==> config.mk <==
export PLATFORM = sky130hd
export DESIGN_NAME = tdc_reader
export DESIGN_NICKNAME = d
export VERILOG_FILES = /design/src/rtl/tdc_pkg.sv /design/src/rtl/tdc_therm2bin.sv /design/src/rtl/tdc_reader.sv
export SDC_FILE = /design/constraint.sdc
export NUM_CORES = 1
export LEC_CHECK = 0
export ABC_CLOCK_PERIOD_IN_PS = 6910
export CAP_MARGIN = 40
export CELL_PAD_IN_SITES_DETAIL_PLACEMENT = 1
export CELL_PAD_IN_SITES_GLOBAL_PLACEMENT = 1
export CORE_ASPECT_RATIO = 1.1
export CORE_MARGIN = 1
export CORE_UTILIZATION = 45
export CTS_CLUSTER_DIAMETER = 150
export DETAILED_ROUTE_END_ITERATION = 8
export PLACE_DENSITY_LB_ADDON = 0.1
export SYNTH_ARGS = -nofsm -noshare
export SYNTH_HDL_FRONTEND = slang
export SYNTH_SLANG_ARGS = --single-unit
==> constraint.sdc <==
create_clock -name clk -period 6.91 [get_ports clk]
set_input_delay 0.691 -clock clk [delete_from_list [all_inputs] [get_ports clk]]
set_output_delay 0.691 -clock clk [all_outputs]
set_load 0.005 [all_outputs]
==> src/rtl/tdc_pkg.sv <==
// Shared TDC definitions: reader FSM states and the delay-line length used by the sensor tile.
package tdc_pkg;

  localparam int TDC_N_DELAY = 16;

  typedef enum logic [1:0] {
    ST_IDLE,
    ST_SYNC,
    ST_SAMPLE,
    ST_DONE
  } tdc_state_e;

endpackage

==> src/rtl/tdc_therm2bin.sv <==
// Thermometer-to-binary decode: code is the index of the lowest 0 tap, bubble flags any 1 above it.
module tdc_therm2bin
  import tdc_pkg::*;
#(
  parameter int N_DELAY = TDC_N_DELAY
) (
  input  logic [N_DELAY-1:0]            taps,
  output logic [$clog2(N_DELAY+1)-1:0]  code,
  output logic                          bubble
);

  localparam int CW = $clog2(N_DELAY + 1);

  logic found;

  // NOTE: every output gets a default before the loop so no path leaves a value unassigned (no latch).
  always_comb begin
    code   = CW'(N_DELAY);
    bubble = 1'b0;
    found  = 1'b0;
    for (int i = 0; i < N_DELAY; i++) begin
      if (found && taps[i]) bubble = 1'b1;
      if (!found && !taps[i]) begin
        code  = CW'(i);
        found = 1'b1;
      end
    end
  end

endmodule

==> src/rtl/tdc_reader.sv <==
// TDC reader: synchronizes tap code, averages 2^LOG2_SAMPLES decoded samples per start request.
// Optional min/max code outputs are enabled by defining TDC_READER_MINMAX_EN.
module tdc_reader
  import tdc_pkg::*;
#(
  parameter int N_DELAY      = TDC_N_DELAY,
  parameter int LOG2_SAMPLES = 4
) (
  input  logic               clk,
  input  logic               rst,
  input  logic [N_DELAY-1:0] taps,
  input  logic               start,
  input  logic               ack,
  output logic               busy,
  output logic               valid,
  output logic [7:0]         result,
  output logic               bubble_err
`ifdef TDC_READER_MINMAX_EN
  ,
  output logic [7:0]         code_min,
  output logic [7:0]         code_max
`endif
);

  localparam int CW   = $clog2(N_DELAY + 1);
  localparam int ACCW = CW + LOG2_SAMPLES;
  localparam int CNTW = LOG2_SAMPLES + 2;
  localparam logic [CNTW-1:0] SYNC_LAST   = CNTW'(2);
  localparam logic [CNTW-1:0] SAMPLE_LAST = CNTW'((1 << LOG2_SAMPLES) - 1);

  tdc_state_e         state_q, state_d;
  logic [N_DELAY-1:0] sync1_q, sync2_q;
  logic [CNTW-1:0]    cnt_q, cnt_d;
  logic [ACCW-1:0]    acc_q, acc_d, acc_sum;
  logic               bub_q, bub_d, bubble_seen;
  logic [7:0]         result_q, result_d;
  logic               bubble_err_q, bubble_err_d;
  logic               valid_q, valid_d;
  logic               busy_q, busy_d;
  logic [CW-1:0]      code;
  logic               bubble;
`ifdef TDC_READER_MINMAX_EN
  logic [CW-1:0]      min_q, min_d, max_q, max_d;
  logic [7:0]         code_min_q, code_min_d, code_max_q, code_max_d;
`endif

  tdc_therm2bin #(.N_DELAY(N_DELAY)) u_therm2bin (
    .taps   (sync2_q),
    .code   (code),
    .bubble (bubble)
  );

  assign acc_sum     = acc_q + ACCW'(code);
  assign bubble_seen = bub_q | bubble;

  always_comb begin
    state_d      = state_q;
    cnt_d        = cnt_q;
    acc_d        = acc_q;
    bub_d        = bub_q;
    result_d     = result_q;
    bubble_err_d = bubble_err_q;
    valid_d      = valid_q;
    busy_d       = busy_q;
`ifdef TDC_READER_MINMAX_EN
    min_d        = min_q;
    max_d        = max_q;
    code_min_d   = code_min_q;
    code_max_d   = code_max_q;
`endif
    unique case (state_q)
      ST_IDLE: if (start) begin
        state_d = ST_SYNC;
        cnt_d   = '0;
        acc_d   = '0;
        bub_d   = 1'b0;
        busy_d  = 1'b1;
`ifdef TDC_READER_MINMAX_EN
        min_d   = CW'(N_DELAY);
        max_d   = '0;
`endif
      end
      // Taps seen at the start edge need two more edges to clear the synchronizer.
      ST_SYNC: begin
        cnt_d = cnt_q + 1'b1;
        if (cnt_q == SYNC_LAST) begin
          state_d = ST_SAMPLE;
          cnt_d   = '0;
        end
      end
      ST_SAMPLE: begin
        cnt_d = cnt_q + 1'b1;
        acc_d = acc_sum;
        bub_d = bubble_seen;
`ifdef TDC_READER_MINMAX_EN
        if (code < min_q) min_d = code;
        if (code > max_q) max_d = code;
`endif
        if (cnt_q == SAMPLE_LAST) begin
          state_d      = ST_DONE;
          result_d     = 8'(acc_sum >> LOG2_SAMPLES);
          bubble_err_d = bubble_seen;
          valid_d      = 1'b1;
          busy_d       = 1'b0;
`ifdef TDC_READER_MINMAX_EN
          code_min_d   = 8'((code < min_q) ? code : min_q);
          code_max_d   = 8'((code > max_q) ? code : max_q);
`endif
        end
      end
      ST_DONE: if (ack) begin
        state_d = ST_IDLE;
        valid_d = 1'b0;
      end
      default: state_d = ST_IDLE;
    endcase
  end

  // NOTE: sequential state uses non-blocking assignments so all flops update from pre-edge values.
  always_ff @(posedge clk) begin
    if (rst) begin
      state_q      <= ST_IDLE;
      sync1_q      <= '0;
      sync2_q      <= '0;
      cnt_q        <= '0;
      acc_q        <= '0;
      bub_q        <= 1'b0;
      result_q     <= '0;
      bubble_err_q <= 1'b0;
      valid_q      <= 1'b0;
      busy_q       <= 1'b0;
`ifdef TDC_READER_MINMAX_EN
      min_q        <= '0;
      max_q        <= '0;
      code_min_q   <= '0;
      code_max_q   <= '0;
`endif
    end else begin
      state_q      <= state_d;
      sync1_q      <= taps;
      sync2_q      <= sync1_q;
      cnt_q        <= cnt_d;
      acc_q        <= acc_d;
      bub_q        <= bub_d;
      result_q     <= result_d;
      bubble_err_q <= bubble_err_d;
      valid_q      <= valid_d;
      busy_q       <= busy_d;
`ifdef TDC_READER_MINMAX_EN
      min_q        <= min_d;
      max_q        <= max_d;
      code_min_q   <= code_min_d;
      code_max_q   <= code_max_d;
`endif
    end
  end

  assign busy       = busy_q;
  assign valid      = valid_q;
  assign result     = result_q;
  assign bubble_err = bubble_err_q;
`ifdef TDC_READER_MINMAX_EN
  assign code_min   = code_min_q;
  assign code_max   = code_max_q;
`endif

endmodule
==> results of run 1 <==
==> stage by stage <==
step,util,hold slack [ns],total power [W],cells
after floorplan,-,0.414,0.000488,275
after global placement,0.525,0.419,0.000524,363
after detailed placement,0.530,0.426,0.000535,365
after CTS,0.562,0.439,0.000807,381
after global routing,0.562,0.452,0.000846,381
final,0.562,0.438,0.000796,381
==> worst reg2reg max path, cell delays in order (launching register included) <==
cell	delay (ns)
dfxtp_1	0.40
nand4_2	0.15
or2_1	0.33
o32ai_1	0.46
ha_1	0.32
a21o_1	0.18
a221oi_2	0.39
nand3b_4	0.23
xor2_1	0.16
a211oi_1	0.09
==> sequential cells by signal, indices dropped and copies added (netlist names) <==
| signal | count |
|---|---|
| cnt_q | 6 |
| valid | 1 |
| result | 5 |
| bub_q | 1 |
| sync2_q | 16 |
| acc_q | 9 |
| state_q | 2 |
| bubble_err | 1 |
| busy | 1 |
| sync1_q | 16 |
==> path summary, 6_finish.rpt <==
| check | from | to | slack (ns) |
|---|---|---|---|
| max | sync2_q[3] | result[3] | 4.05 |
| max reg2reg | sync2_q[3] | result[3] | 4.05 |
| min | sync1_q[10] | sync2_q[10] | 0.44 |
| min reg2reg | sync1_q[10] | sync2_q[10] | 0.44 |
==> metal layers <==
| metal | share of wire | vias to the layer above |
|---|---|---|
| met5 | 0 | - |
| met4 | 0.013 | 0 |
| met3 | 0.030 | 7 |
| met2 | 0.51 | 32 |
| met1 | 0.45 | 945 |
| li1 | - | 990 |
==> synthesized netlist by cell type (all sizes together) (6+ instances only) <==
library cell | count | share of area
ha | 12 | 0.059
inv | 14 | 0.021
dfxtp | 58 | 0.45
a21o | 6 | 0.018
clkbuf | 6 | 0.0088
nor2 | 28 | 0.041
o21ai | 12 | 0.023
xor2 | 7 | 0.024
a21oi | 8 | 0.016
buf | 8 | 0.021
nand2 | 13 | 0.019
a211oi | 6 | 0.018
nor2b | 33 | 0.081
nand4 | 7 | 0.020
==> power groups by stage <==
stage	logic, W	registers [W]	clock network, W
floorplan	0.000116	0.000372	0
global placement	0.000150	0.000374	0
detailed placement	0.000159	0.000376	0
CTS	0.000160	0.000369	0.000278
global route	0.000177	0.000372	0.000297
finish	0.000158	0.000369	0.000268
==> kinds of logic (layout without fill, tap and decap cells) <==
kind of cell	count (synthesis)	after routing	synth area share
flip-flops	58	58	0.453
multiplexers	5	5	0.0200
other	1	3	0.00146
AND/OR/NAND/NOR	100	100	0.211
buffers and inverters	28	59	0.0498
adder cells (fa/ha/maj)	13	13	0.0664
AO/OA/AOI/OAI	56	56	0.157
XOR/XNOR	12	12	0.0410
==> area by class of cell <==
type	count	share of cell area
clock buffers	11	0.0463
clock inverters	5	0.00984
inverters	14	0.0172
multi-input cells	189	0.419
flip-flops and latches	58	0.380
well taps	75	0.0308
repair buffers	29	0.0959
==> reports/metrics.cfg, run 1 <==
[clock_tree]
post-cts-setup-buffers=0
hold_buffers=0
cts_root_buf=clkbuf_8
cts_tree=built
clk_path_buf_depth=2
cts_resized=0
path_clk_slew_ns=0.07
cts.sinks=58
cts_buffers=9
insertion_delay_ns=0.33
cts_max_level=3

[final_layout]
final_cell_mix=58 x dfxtp_1, 33 x nor2b_1, 28 x nor2_1
fillCellCount=633
fin_nets=334
drive_gt1_frac=0.0784
area_growth_pct=19.2
insertedDiodeCount=0
multi_input_area_um2=1280
seqCellArea_um2=1160
final_common_cell=dfxtp_1
final_area_um2=3050

[worst_setup_path]
start_kind=flip-flop
end_kind=flip-flop
cp.arrival_ns=3.05
slowest_stage=o32ai_1
worstSetupPathDepth=9
path_max_fanout=6
path_buf_inv=0
cp_top_family=compound AO/OA/AOI/OAI gates
crit_required_ns=7.09
path_cells=nand4_2 > or2_1 > o32ai_1 > ha_1 > a21o_1 > a221oi_2 > nand3b_4 > xor2_1 > a211oi_1
r2r_cells=9
path_class=reg2reg
max_stage_delay_ns=0.46

[pwr]
p_sw_w=0.000232
internal-power_w=0.000564
p_leak_nw=1.24
max-vdd-ir-drop_mv=0.154
clock_power_share=0.337
power_frac_seq=0.464
powerDensity_nw_per_um2=261
netSwitchingFraction=0.291
combPwrFrac=0.199

[place]
post-place-ws_ns=4.06
io_buffers=27
dpl.hpwl_um=3560
post_dp_cell_area_um2=2880
gp_congestion=0.836

[timing]
fmax_ghz=0.349
finalSetupTns_ns=0
fin_crit_ns=2.86
drv_slew=0
relSlewSlack=0.525
worst_pin_slew_ns=0.710
layout_setup_ws_ns=4.05
final_hold_viol_count=0
rsz0062_at_grt=false
worst_clock_skew_ns=0.00545
fin_crit_sh=0.414
setup-violations-final=0

[yosys]
async_flop_share=0
synth_area_um2=2560
synth_cell_types=46
synth_seq_cells=58
ys_seq_area_frac=0.453
synth.avg_cell_area_um2=9.38
synthCells=273
synth-main-ff-cell=dfxtp_1
synth_edf_count=0
ys_warn_count=0

[global_route]
overflow=0
grt_pass1_wl_um=8570
grt_antenna_before_repair=0
grt.busiest_layer=met2
grt_start_max_net_pins=53
gr-usage-met2=0.321
use_met3=0.0633
grt.total_usage=0.193
grt_use_met1=0.225
grt_pass1_vias=1864

[route]
vias=1974
antenna_violating_nets_post_route=0
drt_iter0_drc=93
drc=0
wl_per_cell_um=12.9
drt_pass1_iterations=4
vias_per_cell=5.18
totalWireLength_um=4930

[floorplanning]
dieArea_um2=6000
initial_utilization=0.472
io_pins=31
die_height_um=81.1
dieWidth_um=73.9
rows=28
coreArea_um2=5430

[worst_hold_path]
hold-path-cell-count=1
hp-class=reg2reg

[run_status]
run_status=finished, final reports clean

[run]
max_cap_viol_count=0

Note: power is estimated with default switching activity, not from simulation.
==> run 2: changes to the inputs <==
Settings changed: ABC_CLOCK_PERIOD_IN_PS 6910 to 2400, CORE_UTILIZATION 45 to 38.
Clock period 6.91 ns to 2.4 ns, I/O delays scaled along.
==> run 2 against run 1 <==
Net effect:
- die area rose by 18%
- sequential share of layout area fell by 3.8 points
- global-route usage down 1.5 points
- utilization shrank 3.8 points
- first-iteration DRC count fell by 52%
- sequential power rose to 2.9 times the previous value
- final cell count grew 8.4%
- cell area up 13%
- power grew to 3.3 times the previous value
==> reports/metrics.cfg, run 2 (synthesis gave the netlist of run 1 again) <==
[pwr]
powerDensity_nw_per_um2=757
power_frac_seq=0.406
p_sw_w=0.000696
clock_power_share=0.409
max-vdd-ir-drop_mv=0.416
p_leak_nw=1.42
netSwitchingFraction=0.268
internal-power_w=0.00190
combPwrFrac=0.185

[worst_setup_path]
timing.rr.start=sync2_q[6]
r2r_cells=9
r2r_end=result[3]
end_kind=flip-flop
cp.arrival_ns=2.56
path_class=reg2reg
path_max_fanout=5
worst-r2r-setup-slack_ns=0.04
start_kind=flip-flop
crit_required_ns=2.60

[route]
drt_iter0_drc=45
totalWireLength_um=5530
vias_per_cell=4.96
drt_pass1_iterations=4
vias=2049
drc=0
antenna_violating_nets_post_route=0
wl_per_cell_um=13.4

[run_status]
run_status=finished, final reports clean

[final_layout]
fillCellCount=743
area_growth_pct=34.0
final_cell_mix=51 x dfxtp_1, 33 x nor2b_1, 27 x nor2_1, 27 x buf_4, 26 x clkdlybuf4s50_1
utilization=0.524
final_common_cell=dfxtp_1
insertedDiodeCount=0
drive_gt1_frac=0.230
fin_nets=359
seqCellArea_um2=1170
reg.largest.list=sync1_q x16, sync2_q x16, acc_q x9
multi_input_area_um2=1400

[place]
gp_congestion=0.798
io_buffers=27
dpl.hpwl_um=3870
post-place-ws_ns=-0.192

[timing]
worst_clock_skew_ns=0.00725
final_hold_viol_count=0
fin_crit_sh=0.983
fmax_ghz=0.424
relSlewSlack=0.628
layout_setup_ws_ns=0.0419
rsz0062_at_grt=true
whs_ns=0.374
drv_slew=0
worst_pin_slew_ns=0.558
setup-violations-final=0
finalSetupTns_ns=0
fin_crit_ns=2.36

[clock_tree]
clk_path_buf_depth=2
cts_tree=built
path_clk_slew_ns=0.07
cts_buffers=9
insertion_delay_ns=0.34
cts_root_buf=clkbuf_8
cts_max_level=3
cts.sinks=58

[worst_hold_path]
hold-path-cell-count=2
hp-class=in2reg
min_to=busy
min_from=rst

[global_route]
overflow=0
grt_pass1_wl_um=9310
grt.total_usage=0.178
grt_start_max_net_pins=31
grt_antenna_before_repair=0
grt_pass1_vias=2034

[floorplanning]
rows=31
coreArea_um2=6560
io_pins=31
dieWidth_um=80.3
initial_utilization=0.391
die_height_um=88.1
dieArea_um2=7070

[run]
max_cap_viol_count=0

run 2: changes by cell type in the layout (fill, tap and decap cells not counted), moves of 3 or more:
cell	change
o21ai_2	+3
o21ai_0	-4
buf_4	+26
dfxtp_2	+5
dfxtp_1	-7
run 2: area by class of cell:
type,count,share of cell area
Multi-Input combinational cell,189,0.407
Clock buffer,12,0.0481
Inverter,14,0.0153
Tap cell,82,0.0299
Sequential cell,58,0.342
Timing Repair Buffer,54,0.136
Clock inverter,4,0.0211
run 2: how the worst max path moves through the flow:
stage                 from   endpoint  depth (start not counted)
6_report        sync2_q[6]  result[3]                          9
2_1_floorplan   sync2_q[5]  result[3]                         10
4_1_cts        sync2_q[14]  result[0]                         12
3_3_place_gp    sync2_q[5]  result[4]                         11
3_5_place_dp    sync2_q[5]  result[2]                         10
5_1_grt         sync2_q[6]  result[3]                          9
run 2: per-stage QoR:
step / power [W] / cells / cell area, um^2
final: 0.00260 / 413 / 3430
after global routing: 0.00273 / 413 / 3430
after CTS: 0.00262 / 409 / 3340
after detailed placement: 0.00155 / 392 / 3050
after global placement: 0.00154 / 392 / 3050
after floorplan: 0.00141 / 275 / 2590
run 2: power by group through the flow:
stage                     registers, W  clock network, W  logic (W)
after floorplan                0.00107                 0   0.000335
after global placement         0.00108                 0   0.000464
after detailed placement       0.00108                 0   0.000467
after CTS                      0.00106           0.00109   0.000476
after global routing           0.00106           0.00113   0.000534
final                          0.00106           0.00106   0.000480
run 2: critical path: stages (launching register included):
cell,delay (ns)
dfxtp_4,0.37
nand4_1,0.11
or2_4,0.28
o32ai_4,0.28
ha_1,0.27
a21o_1,0.19
a221oi_2,0.28
nand3b_4,0.20
xor2_1,0.16
a211oi_1,0.08
run 2: routing by layer:
layer,wire (um),up-vias,track usage
li1,-,1030,-
met1,2320,978,0.188
met2,2910,31,0.321
met3,176,10,0.0531
met4,120,0,0.0877
met5,0,-,0
run 2: what timing repair did:
action / CTS / global route
pin swaps: 6 / 11
setup buffers: 1 / 4
resized for setup: 14 / 17
hold buffers: 0 / 0
setup endpoints to repair: 10 / 10
endpoints found under the hold margin: 0 / 0
==> run 3: changes to the inputs <==
Settings changed: SYNTH_HIERARCHICAL set to 1.
==> run 3 against run 2 <==
Net effect:
- the run now ends with setup timing left
- non-clock buffer count grew 20
- highest routed layer unchanged
- sequential power is essentially flat
- utilization grew 1.9 points
- die area grew 2.2%
- largest cell class unchanged
==> reports/metrics.cfg, run 3 <==
[yosys]
synth.avg_cell_area_um2=8.94
synth_area_um2=2620
ys_seq_area_frac=0.443
yosysTopAreaCellShare=0.443
synth_seq_cells=58
synth_cell_types=47
synth_edf_count=0
synth-main-ff-cell=dfxtp_1
synthCells=293
async_flop_share=0
synthTopCellsByArea=dfxtp_1 44%, nor2b_1 8.6%, ha_1 5.3%
synthTopCellsByCount=58 x dfxtp_1, 36 x nor2b_1, 31 x nor2_1
ys_warn_count=6
yosysTopAreaCell=dfxtp_1
synth.most_common_cell=dfxtp_1

[route]
wl_per_cell_um=13.5
drc=0
totalWireLength_um=6150
drt_pass1_iterations=4
vias=2272
antenna_violating_nets_post_route=0
drt_iter0_drc=50
vias_per_cell=5.00

[final_layout]
reg.largest.list=sync1_q x16, sync2_q x16, acc_q x9
fillCellCount=796
insertedDiodeCount=0
final_cell_mix=50 x dfxtp_1, 46 x buf_4, 35 x nor2b_1
utilization=0.543
fin_nets=400
instances_no_fill=454
drive_gt1_frac=0.250
final_area_um2=3600
final_common_cell=dfxtp_1
area_growth_pct=37.5

[clock_tree]
path_clk_slew_ns=0.07
insertion_delay_ns=0.33
clk_path_buf_depth=2
cts_max_level=3
cts_buffers=9
cts_root_buf=clkbuf_8
cts.sinks=58
cts_tree=built

[global_route]
grt_use_met1=0.215
grt_start_max_net_pins=38
use_met3=0.0367
grt.busiest_layer=met2
grt_pass1_wl_um=10200
overflow=0
grt_antenna_before_repair=0
grt_pass1_vias=2273
grt.total_usage=0.187
gr-usage-met2=0.332

[worst_setup_path]
crit_required_ns=2.66
start_kind=flip-flop
end_kind=flip-flop
timing.rr.start=sync2_q[3]
cp.arrival_ns=2.99
path_class=reg2reg
path_max_fanout=4
setup.worst_path.start=sync2_q[3]

[timing]
setup-violations-final=10
whs_ns=0.317
final_hold_viol_count=0
fin_crit_sh=1.14
worst_pin_slew_ns=0.600
worst_clock_skew_ns=0.00728
fin_crit_ns=2.73
relSlewSlack=0.600
finalSetupTns_ns=-2.37
fmax_ghz=0.366
layout_setup_ws_ns=-0.332
rsz0062_at_grt=true
drv_slew=0

[run_status]
run_status=finished with violations
violations=setup timing

[run]
max_cap_viol_count=0

[place]
io_buffers=27
post_dp_cell_area_um2=3290
gp_congestion=0.756
placed_cells=432
dpl.hpwl_um=4330

[pwr]
internal-power_w=0.00182
clock_power_share=0.365
power_frac_seq=0.420
p_leak_nw=1.37
combPwrFrac=0.215
powerDensity_nw_per_um2=701
netSwitchingFraction=0.280
max-vdd-ir-drop_mv=0.365
p_sw_w=0.000707

[floorplanning]
dieArea_um2=7230
initial_utilization=0.395
rows=31
dieWidth_um=81.2
io_pins=31
coreArea_um2=6630
die_height_um=89.1

[worst_hold_path]
min_from=rst
hp-class=in2reg

[run 3: cell families after synthesis]
| kind of cell | synth area share |
|---|---|
| adders and majority gates | 0.0602 |
| buffers and inverters | 0.0373 |
| and+or+nand+nor | 0.269 |
| other | 0.00143 |
| xor gates and xnor gates | 0.0301 |
| muxes | 0.0153 |
| DFF | 0.443 |
| AOI/OAI and AO/OA | 0.144 |
[run 3: per-layer routing]
layer	routed length, um	part of all wire
met1	2850	0.46
met2	3060	0.50
met3	148	0.024
met4	93	0.015
met5	0	0
[run 3: layout make-up]
| type | count | area (um^2) | area share |
|---|---|---|---|
| Timing Repair Buffer | 74 | 622 | 0.173 |
| Tap cell | 82 | 103 | 0.0285 |
| Multi-Input combinational cell | 214 | 1460 | 0.405 |
| Clock buffer | 13 | 169 | 0.0469 |
| Sequential cell | 58 | 1170 | 0.326 |
| Clock inverter | 2 | 35.0 | 0.00973 |
| Inverter | 11 | 41.3 | 0.0115 |
[run 3: worst max-delay path, cell delays in order, from the launching register on]
cell	delay (ns)
dfxtp_4	0.35
nand4_4	0.11
or3_4	0.41
nor3b_2	0.18
a21oi_1	0.06
o31ai_1	0.07
ha_2	0.24
a211oi_1	0.07
o21a_1	0.22
or3_4	0.38
or4b_1	0.46
a31oi_1	0.13
[run 3: timing repair]
| item | 4_1_cts | 5_1_grt |
|---|---|---|
| gates resized for setup | 3 | 15 |
| gates cloned | 0 | 0 |
| pin swaps | 7 | 9 |
| buffers inserted | 3 | 4 |
| setup endpoints to repair | 10 | 12 |
| hold buffers | 0 | 0 |
[run 3: path summary, 6_finish.rpt]
path	end	slack [ns]	cells past startpoint
max	acc_q[7]	-0.33	11
min	acc_q[2]	0.32	2
max reg2reg	acc_q[7]	-0.33	11
min reg2reg	sync2_q[11]	0.44	1
[run 3: power by group through the flow]
stage,Sequential [W],Clock (W),Combinational (W)
after floorplan,0.00108,0,0.000346
after global placement,0.00108,0,0.000524
after detailed placement,0.00108,0,0.000537
after CTS,0.00106,0.000952,0.000543
after global routing,0.00107,0.000974,0.000614
final,0.00106,0.000920,0.000543
[run 3: stage by stage]
step           power, W  setup WS (ns)
2_1_floorplan   0.00142         -0.273
3_3_place_gp    0.00160         -0.320
3_5_place_dp    0.00162         -0.372
4_1_cts         0.00255         -0.344
5_1_grt         0.00265         -0.479
6_report        0.00252         -0.332
